## config.mk

```make
export PLATFORM = sky130hd
export DESIGN_NAME = offset_pipe_flat
export DESIGN_NICKNAME = d
export VERILOG_FILES = /design/src/rtl/offset_pipe_pkg.sv /design/src/rtl/offset_pipe_if.sv /design/src/rtl/offset_pipe_stage.sv /design/src/rtl/offset_pipe.sv /design/src/flat_wrapper.sv
export SDC_FILE = /design/constraint.sdc
export NUM_CORES = 1
export LEC_CHECK = 0
export ABC_CLOCK_PERIOD_IN_PS = 7200
export CORE_ASPECT_RATIO = 1.5
export CORE_UTILIZATION = 35
export CTS_BUF_LIST = sky130_fd_sc_hd__clkbuf_4 sky130_fd_sc_hd__clkbuf_8 sky130_fd_sc_hd__clkbuf_16
export CTS_CLUSTER_SIZE = 10
export DETAILED_ROUTE_END_ITERATION = 10
export SLEW_MARGIN = 0
export SYNTH_ARGS = -nofsm -noshare
export SYNTH_HDL_FRONTEND = slang
export SYNTH_SLANG_ARGS = --single-unit
```

## constraint.sdc

```tcl
create_clock -name clk -period 7.2 [get_ports clk]
set_clock_uncertainty 0.05 [all_clocks]
set_input_delay 0.72 -clock clk [delete_from_list [all_inputs] [get_ports clk]]
set_output_delay 0.72 -clock clk [all_outputs]
set_load 0.05 [all_outputs]
```

## src/rtl/offset_pipe_pkg.sv

```systemverilog
// Shared definitions for the offset_pipe block.
// Holds the default geometry, the width of the saturation event counter and
// the per-stage payload struct used for the default geometry.
package offset_pipe_pkg;

    localparam int IN_W_DEF           = 10;
    localparam int OUT_W_DEF          = 20;
    localparam int LANES_DEF          = 2;
    localparam int DEPTH_DEF          = 2;
    localparam int OFFSET_DEFAULT_DEF = 110;
    localparam int SATURATE_DEF       = 1;

    // Width of the saturation event counter.
    localparam int SAT_CNT_W = 16;

    // One pipeline beat: all lane results plus one overflow flag per lane.
    typedef struct packed {
        logic [LANES_DEF*OUT_W_DEF-1:0] data;
        logic [LANES_DEF-1:0]           ovf;
    } payload_t;

endpackage

```

## src/rtl/offset_pipe_if.sv

```systemverilog
// Streaming interface of offset_pipe.
// Input channel : in_valid / in_ready / in_data  (producer -> block)
// Output channel: out_valid / out_ready / out_data / out_ovf (block -> consumer)
// Modport slave is the block's view, modport master the environment's view.
interface offset_pipe_if
    import offset_pipe_pkg::*;
#(
    parameter int IN_W  = IN_W_DEF,
    parameter int OUT_W = OUT_W_DEF,
    parameter int LANES = LANES_DEF
);

    logic                   in_valid;
    logic                   in_ready;
    logic [LANES*IN_W-1:0]  in_data;
    logic                   out_valid;
    logic                   out_ready;
    logic [LANES*OUT_W-1:0] out_data;
    logic [LANES-1:0]       out_ovf;

    modport master (
        output in_valid,
        output in_data,
        output out_ready,
        input  in_ready,
        input  out_valid,
        input  out_data,
        input  out_ovf
    );

    modport slave (
        input  in_valid,
        input  in_data,
        input  out_ready,
        output in_ready,
        output out_valid,
        output out_data,
        output out_ovf
    );

endinterface

```

## src/rtl/offset_pipe_stage.sv

```systemverilog
// One valid/ready register slice of the offset pipeline.
// Ports:
//   clk, reset       clock and asynchronous active-high reset
//   i_valid, i_data  beat offered by the upstream side
//   i_ready          downstream side can take this slice's beat
//   o_valid, o_data  registered beat held by this slice
// The slice loads when it is empty or when its own beat leaves this cycle.
module offset_pipe_stage
    import offset_pipe_pkg::*;
#(
    parameter type T = payload_t
) (
    input  logic clk,
    input  logic reset,
    input  logic i_valid,
    input  T     i_data,
    input  logic i_ready,
    output logic o_valid,
    output T     o_data
);

    logic r_valid;
    T     r_data;
    logic w_load;

    assign w_load  = !r_valid || i_ready;
    assign o_valid = r_valid;
    assign o_data  = r_data;

    // Slice register: data only moves with a valid beat, so it stays stable under stall.
    always_ff @(posedge clk or posedge reset) begin
        if (reset) begin
            r_valid <= 1'b0;
            r_data  <= '0;
        end else if (w_load) begin
            r_valid <= i_valid;
            if (i_valid) begin
                r_data <= i_data;
            end
        end
    end

endmodule

```

## src/rtl/offset_pipe.sv

```systemverilog
// Multi-lane pipelined offset adder with valid/ready flow control.
// Ports:
//   clk, reset   clock and asynchronous active-high reset
//   cfg_we       load cfg_offset into the offset register at the clock edge
//   cfg_offset   new offset value
//   cnt_clr      synchronous clear of sat_count (wins over an increment)
//   s_if         streaming in/out channels (slave view)
//   sat_count    number of output transfers with any overflow flag, sticky at all-ones
// Lane arithmetic happens in front of stage 0; later stages only carry the beat.
module offset_pipe
    import offset_pipe_pkg::*;
#(
    parameter int IN_W           = IN_W_DEF,
    parameter int OUT_W          = OUT_W_DEF,
    parameter int LANES          = LANES_DEF,
    parameter int DEPTH          = DEPTH_DEF,
    parameter int OFFSET_DEFAULT = OFFSET_DEFAULT_DEF,
    parameter int SATURATE       = SATURATE_DEF
) (
    input  logic                 clk,
    input  logic                 reset,
    input  logic                 cfg_we,
    input  logic [OUT_W-1:0]     cfg_offset,
    input  logic                 cnt_clr,
    offset_pipe_if.slave         s_if,
    output logic [SAT_CNT_W-1:0] sat_count
);

    typedef struct packed {
        logic [LANES*OUT_W-1:0] data;
        logic [LANES-1:0]       ovf;
    } stage_t;

    localparam logic [OUT_W-1:0]     OFFSET_INIT = OUT_W'(OFFSET_DEFAULT);
    localparam logic [SAT_CNT_W-1:0] SAT_MAX     = {SAT_CNT_W{1'b1}};

    logic [OUT_W-1:0]     r_offset;
    logic [SAT_CNT_W-1:0] r_sat_count;
    stage_t               w_stage0;
    logic [OUT_W:0]       w_sum;
    logic [DEPTH-1:0]     w_valid;
    stage_t               w_data [DEPTH];
    logic [DEPTH:0]       w_ready;
    logic                 w_xfer_ovf;

    // Zero-extended lane plus offset, with one carry bit to detect overflow.
    function automatic logic [OUT_W:0] lane_sum(input logic [IN_W-1:0]  lane,
                                                input logic [OUT_W-1:0] offset);
        return {{(OUT_W + 1 - IN_W){1'b0}}, lane} + {1'b0, offset};
    endfunction

    // Stage-0 arithmetic: per-lane sum, overflow flag and saturate/wrap result.
    always_comb begin
        w_stage0 = '0;
        w_sum    = '0;
        for (int k = 0; k < LANES; k++) begin
            w_sum = lane_sum(s_if.in_data[k*IN_W +: IN_W], r_offset);
            w_stage0.ovf[k] = w_sum[OUT_W];
            if (w_sum[OUT_W] && (SATURATE != 0)) begin
                w_stage0.data[k*OUT_W +: OUT_W] = {OUT_W{1'b1}};
            end else begin
                w_stage0.data[k*OUT_W +: OUT_W] = w_sum[OUT_W-1:0];
            end
        end
    end

    // Ready chain, walked from the output back to the input so that a
    // returning out_ready reaches in_ready in the same cycle.
    always_comb begin
        w_ready        = '0;
        w_ready[DEPTH] = s_if.out_ready;
        for (int k = DEPTH - 1; k >= 0; k--) begin
            w_ready[k] = !w_valid[k] || w_ready[k+1];
        end
    end

    for (genvar k = 0; k < DEPTH; k++) begin : g_stage
        if (k == 0) begin : g_first
            offset_pipe_stage #(.T(stage_t)) u_stage (
                .clk     (clk),
                .reset   (reset),
                .i_valid (s_if.in_valid),
                .i_data  (w_stage0),
                .i_ready (w_ready[k+1]),
                .o_valid (w_valid[k]),
                .o_data  (w_data[k])
            );
        end else begin : g_rest
            offset_pipe_stage #(.T(stage_t)) u_stage (
                .clk     (clk),
                .reset   (reset),
                .i_valid (w_valid[k-1]),
                .i_data  (w_data[k-1]),
                .i_ready (w_ready[k+1]),
                .o_valid (w_valid[k]),
                .o_data  (w_data[k])
            );
        end
    end

    assign s_if.in_ready  = w_ready[0];
    assign s_if.out_valid = w_valid[DEPTH-1];
    assign s_if.out_data  = w_data[DEPTH-1].data;
    assign s_if.out_ovf   = w_data[DEPTH-1].ovf;
    assign sat_count      = r_sat_count;

    assign w_xfer_ovf = s_if.out_valid && s_if.out_ready && (|s_if.out_ovf);

    // Offset register: a beat accepted on the write edge still sees the old value.
    always_ff @(posedge clk or posedge reset) begin
        if (reset) begin
            r_offset <= OFFSET_INIT;
        end else if (cfg_we) begin
            r_offset <= cfg_offset;
        end
    end

    // Saturation event counter: clear has priority, count sticks at all-ones.
    always_ff @(posedge clk or posedge reset) begin
        if (reset) begin
            r_sat_count <= '0;
        end else if (cnt_clr) begin
            r_sat_count <= '0;
        end else if (w_xfer_ovf && (r_sat_count != SAT_MAX)) begin
            r_sat_count <= r_sat_count + {{(SAT_CNT_W-1){1'b0}}, 1'b1};
        end
    end

endmodule
```

## src/flat_wrapper.sv

```systemverilog
// flat-port wrapper written by rule: the top's interface ports become plain ports
module offset_pipe_flat import offset_pipe_pkg::*;
#(
    parameter int IN_W           = IN_W_DEF,
    parameter int OUT_W          = OUT_W_DEF,
    parameter int LANES          = LANES_DEF,
    parameter int DEPTH          = DEPTH_DEF,
    parameter int OFFSET_DEFAULT = OFFSET_DEFAULT_DEF,
    parameter int SATURATE       = SATURATE_DEF
)
  (clk, reset, cfg_we, cfg_offset, cnt_clr, sat_count, s_if_in_valid, s_if_in_data, s_if_out_ready, s_if_in_ready, s_if_out_valid, s_if_out_data, s_if_out_ovf);
  offset_pipe_if #(.IN_W(IN_W), .OUT_W(OUT_W), .LANES(LANES)) s_if_i ();
  input  logic clk;
  input  logic reset;
  input  logic cfg_we;
  input  logic [OUT_W-1:0] cfg_offset;
  input  logic cnt_clr;
  output logic [SAT_CNT_W-1:0] sat_count;
  input wire logic [$bits(s_if_i.in_valid)-1:0] s_if_in_valid;
  input wire logic [$bits(s_if_i.in_data)-1:0] s_if_in_data;
  input wire logic [$bits(s_if_i.out_ready)-1:0] s_if_out_ready;
  output wire logic [$bits(s_if_i.in_ready)-1:0] s_if_in_ready;
  output wire logic [$bits(s_if_i.out_valid)-1:0] s_if_out_valid;
  output wire logic [$bits(s_if_i.out_data)-1:0] s_if_out_data;
  output wire logic [$bits(s_if_i.out_ovf)-1:0] s_if_out_ovf;
  assign s_if_i.in_valid = s_if_in_valid;
  assign s_if_i.in_data = s_if_in_data;
  assign s_if_i.out_ready = s_if_out_ready;
  assign s_if_in_ready = s_if_i.in_ready;
  assign s_if_out_valid = s_if_i.out_valid;
  assign s_if_out_data = s_if_i.out_data;
  assign s_if_out_ovf = s_if_i.out_ovf;
  offset_pipe #(.IN_W(IN_W), .OUT_W(OUT_W), .LANES(LANES), .DEPTH(DEPTH), .OFFSET_DEFAULT(OFFSET_DEFAULT), .SATURATE(SATURATE)) u_core (.clk(clk), .reset(reset), .cfg_we(cfg_we), .cfg_offset(cfg_offset), .cnt_clr(cnt_clr), .s_if(s_if_i), .sat_count(sat_count));
endmodule
```

==> key figures, run 1 <==
Route
  – Initial DRC Count: 223
  – DRT antenna net count: 0
  – Mean routed wirelength per cell: 17.0 µm
  – Via density per instance: 5.24
  – DRC errors left: 0
  – DR vias: about 4.5k
  – WL final: about 15,000 µm
  – TritonRoute pass-1 iters: 4

Place
  – RePlAce Congestion: 0.902
  – Placed Area: 7400 µm²
  – HPWL Detailed: between 10,000 and 15,000 µm
  – PortBufs: 105

Synthesis
  – Library cells used by synthesis: 61
  – Synth top area cells: dfrtp_1 47%, mux2_2 11%, ha_1 4.3%, xor2_1 2.8%, o22a_1 2.7%
  – Most common library cells after synthesis: 117 x dfrtp_1, 63 x mux2_2, 41 x nor2_1
  – Number of synthesized flops with an enable pin: 0
  – Post-synth top flop: dfrtp_1
  – Synth Cell Area: 6180 µm²
  – Cells after synthesis: 542
  – Cell with the most instances after synthesis: dfrtp_1
  – Synth Register Bits: roughly 120
  – Asr flop ratio synth: 1.00
  – Seq/Total Area, Yosys: 0.495
  – Syn_area_per_cell: 11.4 µm²
  – Mapped Nets: 611
  – Yosys top cell by area: dfrtp_1
  – Yosys warnings: 0
  – Post-synth top area share: 0.474

Pwr
  – P_leak: 3.26 nW
  – Maximum vdd ir drop: 0.159 mV
  – Pwr/cell area: 325 nW/µm²

Critical path
  – Crit-path most repeated cell: clkdlybuf4s50_1
  – CP max stage cell: clkdlybuf4s50_1
  – Setup crit start kind: primary input
  – CP Class: primary input to output port
  – R2R Setup Slk: 4.46 ns
  – CP Max Fanout: 5
  – Crit end category: output port
  – R2r startpoint: u_core.r_offset[0]
  – R2R cell count: 8
  – CP Capture Point: s_if_in_ready
  – Reg2Reg Capture Point: u_core.g_stage[0].g_first.u_stage.o_data[31]
  – Crit path largest cell delay: 0.85 ns
  – Sequence of cells on the critical path: clkdlybuf4s50_1 > nand3b_1 > clkdlybuf4s50_1
  – Critical path origin: s_if_out_ready
  – Worst Path Required: 6.43 ns
  – Arr. time, crit path: 2.38 ns

STA
  – RSZ-0062 raised after global routing: false
  – Slew Limit Fails: 0
  – Max Clock Freq: 317 MHz
  – Period minus WS final: ~3.2 ns
  – Final hold vios: 0
  – Actual slew at the worst max-slew pin: between 1 and 1.5 ns
  – Post-Route Setup TNS: 0 ns
  – Setup violators final: 0
  – Period utilization: 0.438
  – Relative slew slack: 0.304

Global route
  – Total gr overflow: 0
  – Initial antenna violation count: 0
  – Gr usage total: 0.171
  – First-pass GRT wire length: 24,400 µm
  – Vias in the first global route: 4,715
  – Largest net degree at the start of global routing: 81

Floorplan
  – Die area: 18,200 µm²
  – Horiz. Die Dim: about 110 µm
  – Initial Util: 0.356
  – Core area: 17,300 µm²
  – DIE HEIGHT: approximately 160 µm
  – FP Rows: between 50 and 60
  – Top-Level Pins: 106

CTS
  – Post-CTS Setup Repair Bufs: 0
  – Resize count post-CTS: 0
  – CTS tree: yes
  – Clk slew on worst S/H paths: 0.05 ns
  – Worst-case clock buffer depth: 2
  – Hold_buf cts: 0
  – Clock Latency Late Sink: 0.41 ns
  – H-tree depth: 4
  – CTS root buf: clkbuf_16
  – Clock buffer count from CTS: 17
  – Clock Sinks: between 100 and 150

Final layout
  – Final design area excluding fillers: around 8000 µm²
  – Layout cells sized above 1: 0.185
  – Fill count: 1,619
  – P&R area growth vs syn: 28.6%
  – Diodes inserted: 0
  – Final Util: 0.458
  – Final #Nets: 713

Run
  – Max-Cap Viols: 0

Hold path
  – Hold Path Class: flip-flop to flip-flop

Outcome
  – Outcome: complete, no violations
[where the power goes]
part           switching [mW]  internal (mW)  total [mW]
combinational           0.524          0.339       0.863
clock                   0.290          0.491       0.782
sequential              0.103          0.837       0.940
[final cells by class]
| type | count | area (µm²) | share of cell area |
|---|---|---|---|
| multi-input combinational | 392 | 2990 | 0.377 |
| clock inverter | 9 | 75.1 | 0.00945 |
| tap | 213 | 267 | 0.0335 |
| sequential | 122 | 3060 | 0.385 |
| timing repair buffer | 107 | 1070 | 0.134 |
| clock buffer | 21 | 468 | 0.0589 |
| inverter | 4 | 17.5 | 0.00220 |
[routing by layer]
layer / up-vias / GRT usage / share of wire
li1: 2194 / - / -
met1: 2209 / 0.211 / 0.45
met2: 121 / 0.290 / 0.50
met3: 22 / 0.0367 / 0.032
met4: 0 / 0.0733 / 0.019
met5: - / 0 / 0
[worst min path at each step]
stage | start | end | slack [ns] | cells past startpoint
2_1_floorplan | u_core.g_stage[0].g_first.u_stage.o_data[34] | u_core.g_stage[0].g_first.u_stage.o_data[34] | 0.39 | 2
3_3_place_gp | u_core.g_stage[0].g_first.u_stage.o_data[1] | u_core.g_stage[0].g_first.u_stage.o_data[1] | 0.42 | 1
3_5_place_dp | u_core.g_stage[0].g_first.u_stage.o_data[40] | u_core.g_stage[0].g_first.u_stage.o_data[40] | 0.43 | 2
4_1_cts | u_core.g_stage[0].g_first.u_stage.o_data[40] | u_core.g_stage[0].g_first.u_stage.o_data[40] | 0.44 | 2
5_1_grt | u_core.g_stage[0].g_first.u_stage.o_data[1] | u_core.g_stage[0].g_first.u_stage.o_data[1] | 0.46 | 1
6_report | u_core.g_stage[0].g_first.u_stage.o_data[20] | u_core.g_stage[0].g_first.u_stage.o_data[20] | 0.43 | 2
[flip-flops by register name, summed over array words and instances, names as in the netlist]
name and flops:
u_core.g_stage.g_first.u_stage.o_data 42, u_core.r_offset 20, u_core.g_stage.g_rest.u_stage.o_valid 1, u_core.g_stage.g_first.u_stage.o_valid 1, u_core.g_stage.g_rest.u_stage.o_data 42, u_core.sat_count 16
[worst max-delay path: cells and delay by family]
family / cells / cell delay (ns)
buf+inv: 2 / 1.42
simple gates: 1 / 0.23
[layout by cell type (no fill, tap or decap), types with 5 or more instances in the layout]
| master | Yosys | routed |
|---|---|---|
| and3_1 | 12 | 12 |
| a211oi_1 | 5 | 5 |
| o211ai_1 | 7 | 7 |
| mux2i_1 | 6 | 6 |
| nor2_1 | 41 | 41 |
| o22a_1 | 19 | 19 |
| o21ai_0 | 10 | 10 |
| xnor2_1 | 11 | 11 |
| nor3_1 | 6 | 6 |
| clkdlybuf4s50_1 | 0 | 105 |
| o21a_1 | 5 | 5 |
| a21o_1 | 6 | 6 |
| a21oi_1 | 30 | 30 |
| dfstp_2 | 5 | 5 |
| nand4_1 | 6 | 6 |
| o21ai_1 | 24 | 24 |
| mux2_2 | 63 | 63 |
| ha_1 | 21 | 21 |
| clkbuf_16 | 0 | 17 |
| xor2_1 | 20 | 20 |
| nand3_1 | 14 | 14 |
| dfrtp_1 | 117 | 117 |
| nand2_1 | 34 | 33 |
| clkinv_2 | 0 | 6 |
[cells by family after synthesis]
logic type	Yosys count	synth area share
flip-flops	122	0.495
multiplexers	70	0.126
buffers and inverters	28	0.0207
adder cells (fa/ha/maj)	23	0.0490
XOR/XNOR	31	0.0439
AND/OR/NAND/NOR	138	0.113
AO/OA/AOI/OAI	130	0.151
[per-stage QoR]
step / total power [mW] / hold WS (ns) / std cells / worst slack [ns]
CTS: 2.62 / 0.440 / 868 / 4.03
finish: 2.58 / 0.433 / 868 / 4.05
detailed placement: 1.82 / 0.427 / 838 / 3.72
floorplan: 1.53 / 0.395 / 542 / 3.20
global route: 2.72 / 0.465 / 868 / 3.97
global placement: 1.81 / 0.425 / 838 / 3.83
Power figures use the tool's default switching activity.
==> inputs of run 2 (changes only) <==
ABC_CLOCK_PERIOD_IN_PS = 3200   (was 7200)
clock period = 3.2 ns   (was 7.2 ns; I/O delays follow)
==> key figures, run 2 (synthesis results as in run 1) <==
Outcome
  – Outcome: complete, no violations (unchanged)

Critical path
  – Reg2Reg Capture Point: u_core.g_stage[0].g_first.u_stage.o_data[13] (was u_core.g_stage[0].g_first.u_stage.o_data[31])
  – Setup crit start kind: flip-flop (was primary input)
  – Crit end category: flip-flop (was output port)
  – CP Class: flip-flop to flip-flop (was primary input to output port)
  – Worst Path Required: 3.44 ns (was 6.43 ns)
  – Critical path origin: u_core.r_offset[0] (was s_if_out_ready)
  – CP Max Fanout: 11 (was 5)
  – CP Capture Point: u_core.g_stage[0].g_first.u_stage.o_data[13] (was s_if_in_ready)
  – Sequence of cells on the critical path: ha_1 > fa_1 > a211oi_1 > o211ai_1 > a31oi_4 > o21ai_1 > o22a_1 (was clkdlybuf4s50_1 > nand3b_1 > clkdlybuf4s50_1)
  – R2R cell count: 7 (was 8)
  – Arr. time, crit path: 2.88 ns (was 2.38 ns)
  – R2R Setup Slk: 0.56 ns (was 4.46 ns)
  – R2r startpoint: u_core.r_offset[0] (unchanged)
  – CP max stage cell: fa_1 (was clkdlybuf4s50_1)
  – Crit path largest cell delay: 0.44 ns (was 0.85 ns)

Pwr
  – Register share of total power: 0.358 (was 0.364)
  – Clock share of power: 0.309 (was 0.303)
  – Tot Pwr: 5.90 mW (was 2.58 mW)
  – Comb pwr share: 0.332 (was 0.334)
  – P_leak: 3.32 nW (was 3.26 nW)
  – NetSw: 2.09 mW (was 0.917 mW)
  – Switching share of power: 0.354 (was 0.355)
  – Maximum vdd ir drop: 0.464 mV (was 0.159 mV)
  – Pwr/cell area: 731 nW/µm² (was 325 nW/µm²)
  – P_int: 3.82 mW (was 1.67 mW)

Floorplan
  – Core area: 17,300 µm² (unchanged)
  – Die area: 18,200 µm² (unchanged)
  – DIE HEIGHT: 165 µm (unchanged)
  – Initial Util: 0.356 (unchanged)
  – Horiz. Die Dim: 110 µm (unchanged)
  – FP Rows: 59 (unchanged)
  – Top-Level Pins: 106 (unchanged)

Place
  – Placed Area: 7510 µm² (was 7400 µm²)
  – HPWL Detailed: 11,600 µm (was 10,800 µm)
  – RePlAce Congestion: 0.891 (was 0.902)
  – PortBufs: 105 (unchanged)

STA
  – Slew Limit Fails: 0 (unchanged)
  – WHS: 0.337 ns (was 0.433 ns)
  – Setup violators final: 0 (unchanged)
  – Post-Route Setup TNS: 0 ns (unchanged)
  – Final hold vios: 0 (unchanged)
  – Period utilization: 0.826
  – Max Clock Freq: 378 MHz
  – RSZ-0062 raised after global routing: false (unchanged)
  – Period minus WS final: between 2 and 3 ns
  – Relative slew slack: 0.500 (was 0.304)
  – Actual slew at the worst max-slew pin: 0.748 ns (was 1.04 ns)

Route
  – Via density per instance: 5.19 (was 5.24)
  – TritonRoute pass-1 iters: 4 (unchanged)
  – Wl on met1: 6460 µm (was 6610 µm)
  – DRC errors left: 0 (unchanged)
  – Mean routed wirelength per cell: 17.5 µm (was 17.0 µm)
  – DR WL met3: 516 µm (was 479 µm)
  – Metal2 WL: 7900 µm (was 7420 µm)
  – DRT antenna net count: 0 (unchanged)
  – DR vias: 4,561 (was 4,546)
  – Initial DRC Count: 193 (was 223)
  – WL final: 15,400 µm (was 14,800 µm)
  – Max layer used: met4 (unchanged)

Global route
  – Total gr overflow: 0 (unchanged)
  – Largest net degree at the start of global routing: 41 (was 81)
  – Initial antenna violation count: 0 (unchanged)
  – First-pass GRT wire length: 25,300 µm (was 24,400 µm)
  – Vias in the first global route: 4,888 (was 4,715)
  – Gr usage total: 0.180 (was 0.171)

CTS
  – Clock buffer count from CTS: 17 (unchanged)
  – CTS tree: yes (unchanged)
  – Clock Sinks: 122 (unchanged)
  – Worst-case clock buffer depth: 2 (unchanged)
  – H-tree depth: 4 (unchanged)
  – Hold_buf cts: 0 (unchanged)
  – Post-CTS Setup Repair Bufs: 0 (unchanged)
  – Clk slew on worst S/H paths: 0.05 ns (about the same)
  – Resize count post-CTS: 0 (unchanged)
  – CTS root buf: clkbuf_16 (unchanged)
  – Clock Latency Late Sink: 0.41 ns (about the same)

Final layout
  – Commonest cells after routing, fill and taps aside: 117 x dfrtp_1, 105 x clkdlybuf4s50_1, 63 x mux2_2 (unchanged)
  – Final Util: 0.466 (was 0.458)
  – Layout cells sized above 1: 0.198 (was 0.185)
  – Final #Nets: 722 (was 713)
  – Diodes inserted: 0 (unchanged)
  – P&R area growth vs syn: 30.8% (was 28.6%)
  – Most common cell after layout, fill and taps aside: dfrtp_1 (unchanged)
  – Final design area excluding fillers: 8080 µm² (was 7950 µm²)

Hold path
  – Hold Path Class: primary input to async pin (was flip-flop to flip-flop)

Run
  – Max-Cap Viols: 0 (unchanged)
[run 2: cell count changes in the layout (fill, tap and decap cells not counted), sizes merged]
cell	before	now
buf	2	11
inv	4	3
clkbuf	21	24
clkinv	6	4
clkinvlp	2	4
[run 2: routing by layer]
metal,vias to the layer above,track usage
li1,2205,-
met1,2238,0.208
met2,93,0.315
met3,25,0.0411
met4,0,0.0836
met5,-,0
[run 2: final cells by class]
type | instances | area (µm²)
Fill cell | 1591 | 9270
Tap cell | 213 | 267
Clock inverter | 8 | 72.6
Inverter | 4 | 18.8
Multi-Input combinational cell | 392 | 2990
Clock buffer | 24 | 497
Sequential cell | 122 | 3060
Timing Repair Buffer | 116 | 1170
[run 2: power groups by stage]
stage               clock [mW]  combinational, mW  sequential, mW
finish                    1.83               1.96            2.12
global route              1.95               2.09            2.16
CTS                       1.88               1.99            2.13
detailed placement           0               1.98            2.15
global placement             0               1.96            2.14
floorplan                    0              0.709            2.72
[run 2: worst min path at each step]
stage | from | to | depth (start not counted)
2_1_floorplan | s_if_in_valid | u_core.g_stage[0].g_first.u_stage.o_valid | 1
3_3_place_gp | u_core.g_stage[0].g_first.u_stage.o_data[36] | u_core.g_stage[0].g_first.u_stage.o_data[36] | 2
3_5_place_dp | u_core.g_stage[0].g_first.u_stage.o_data[18] | u_core.g_stage[0].g_first.u_stage.o_data[18] | 2
4_1_cts | reset | u_core.sat_count[5] | 2
5_1_grt | reset | u_core.sat_count[3] | 2
6_report | reset | u_core.g_stage[1].g_rest.u_stage.o_data[23] | 2
[run 2: critical path, delay by kind of cell, from the launching register on]
kind            cells  cell delay, ns
compound gates      5            1.40
flops               1            0.40
fa+ha+maj           2            0.67
[run 2: through the flow]
step,worst slack (ns),cells
after floorplan,0.817,542
after CTS,0.531,879
after detailed placement,0.184,847
final,0.558,879
after global routing,0.389,879
after global placement,0.258,847
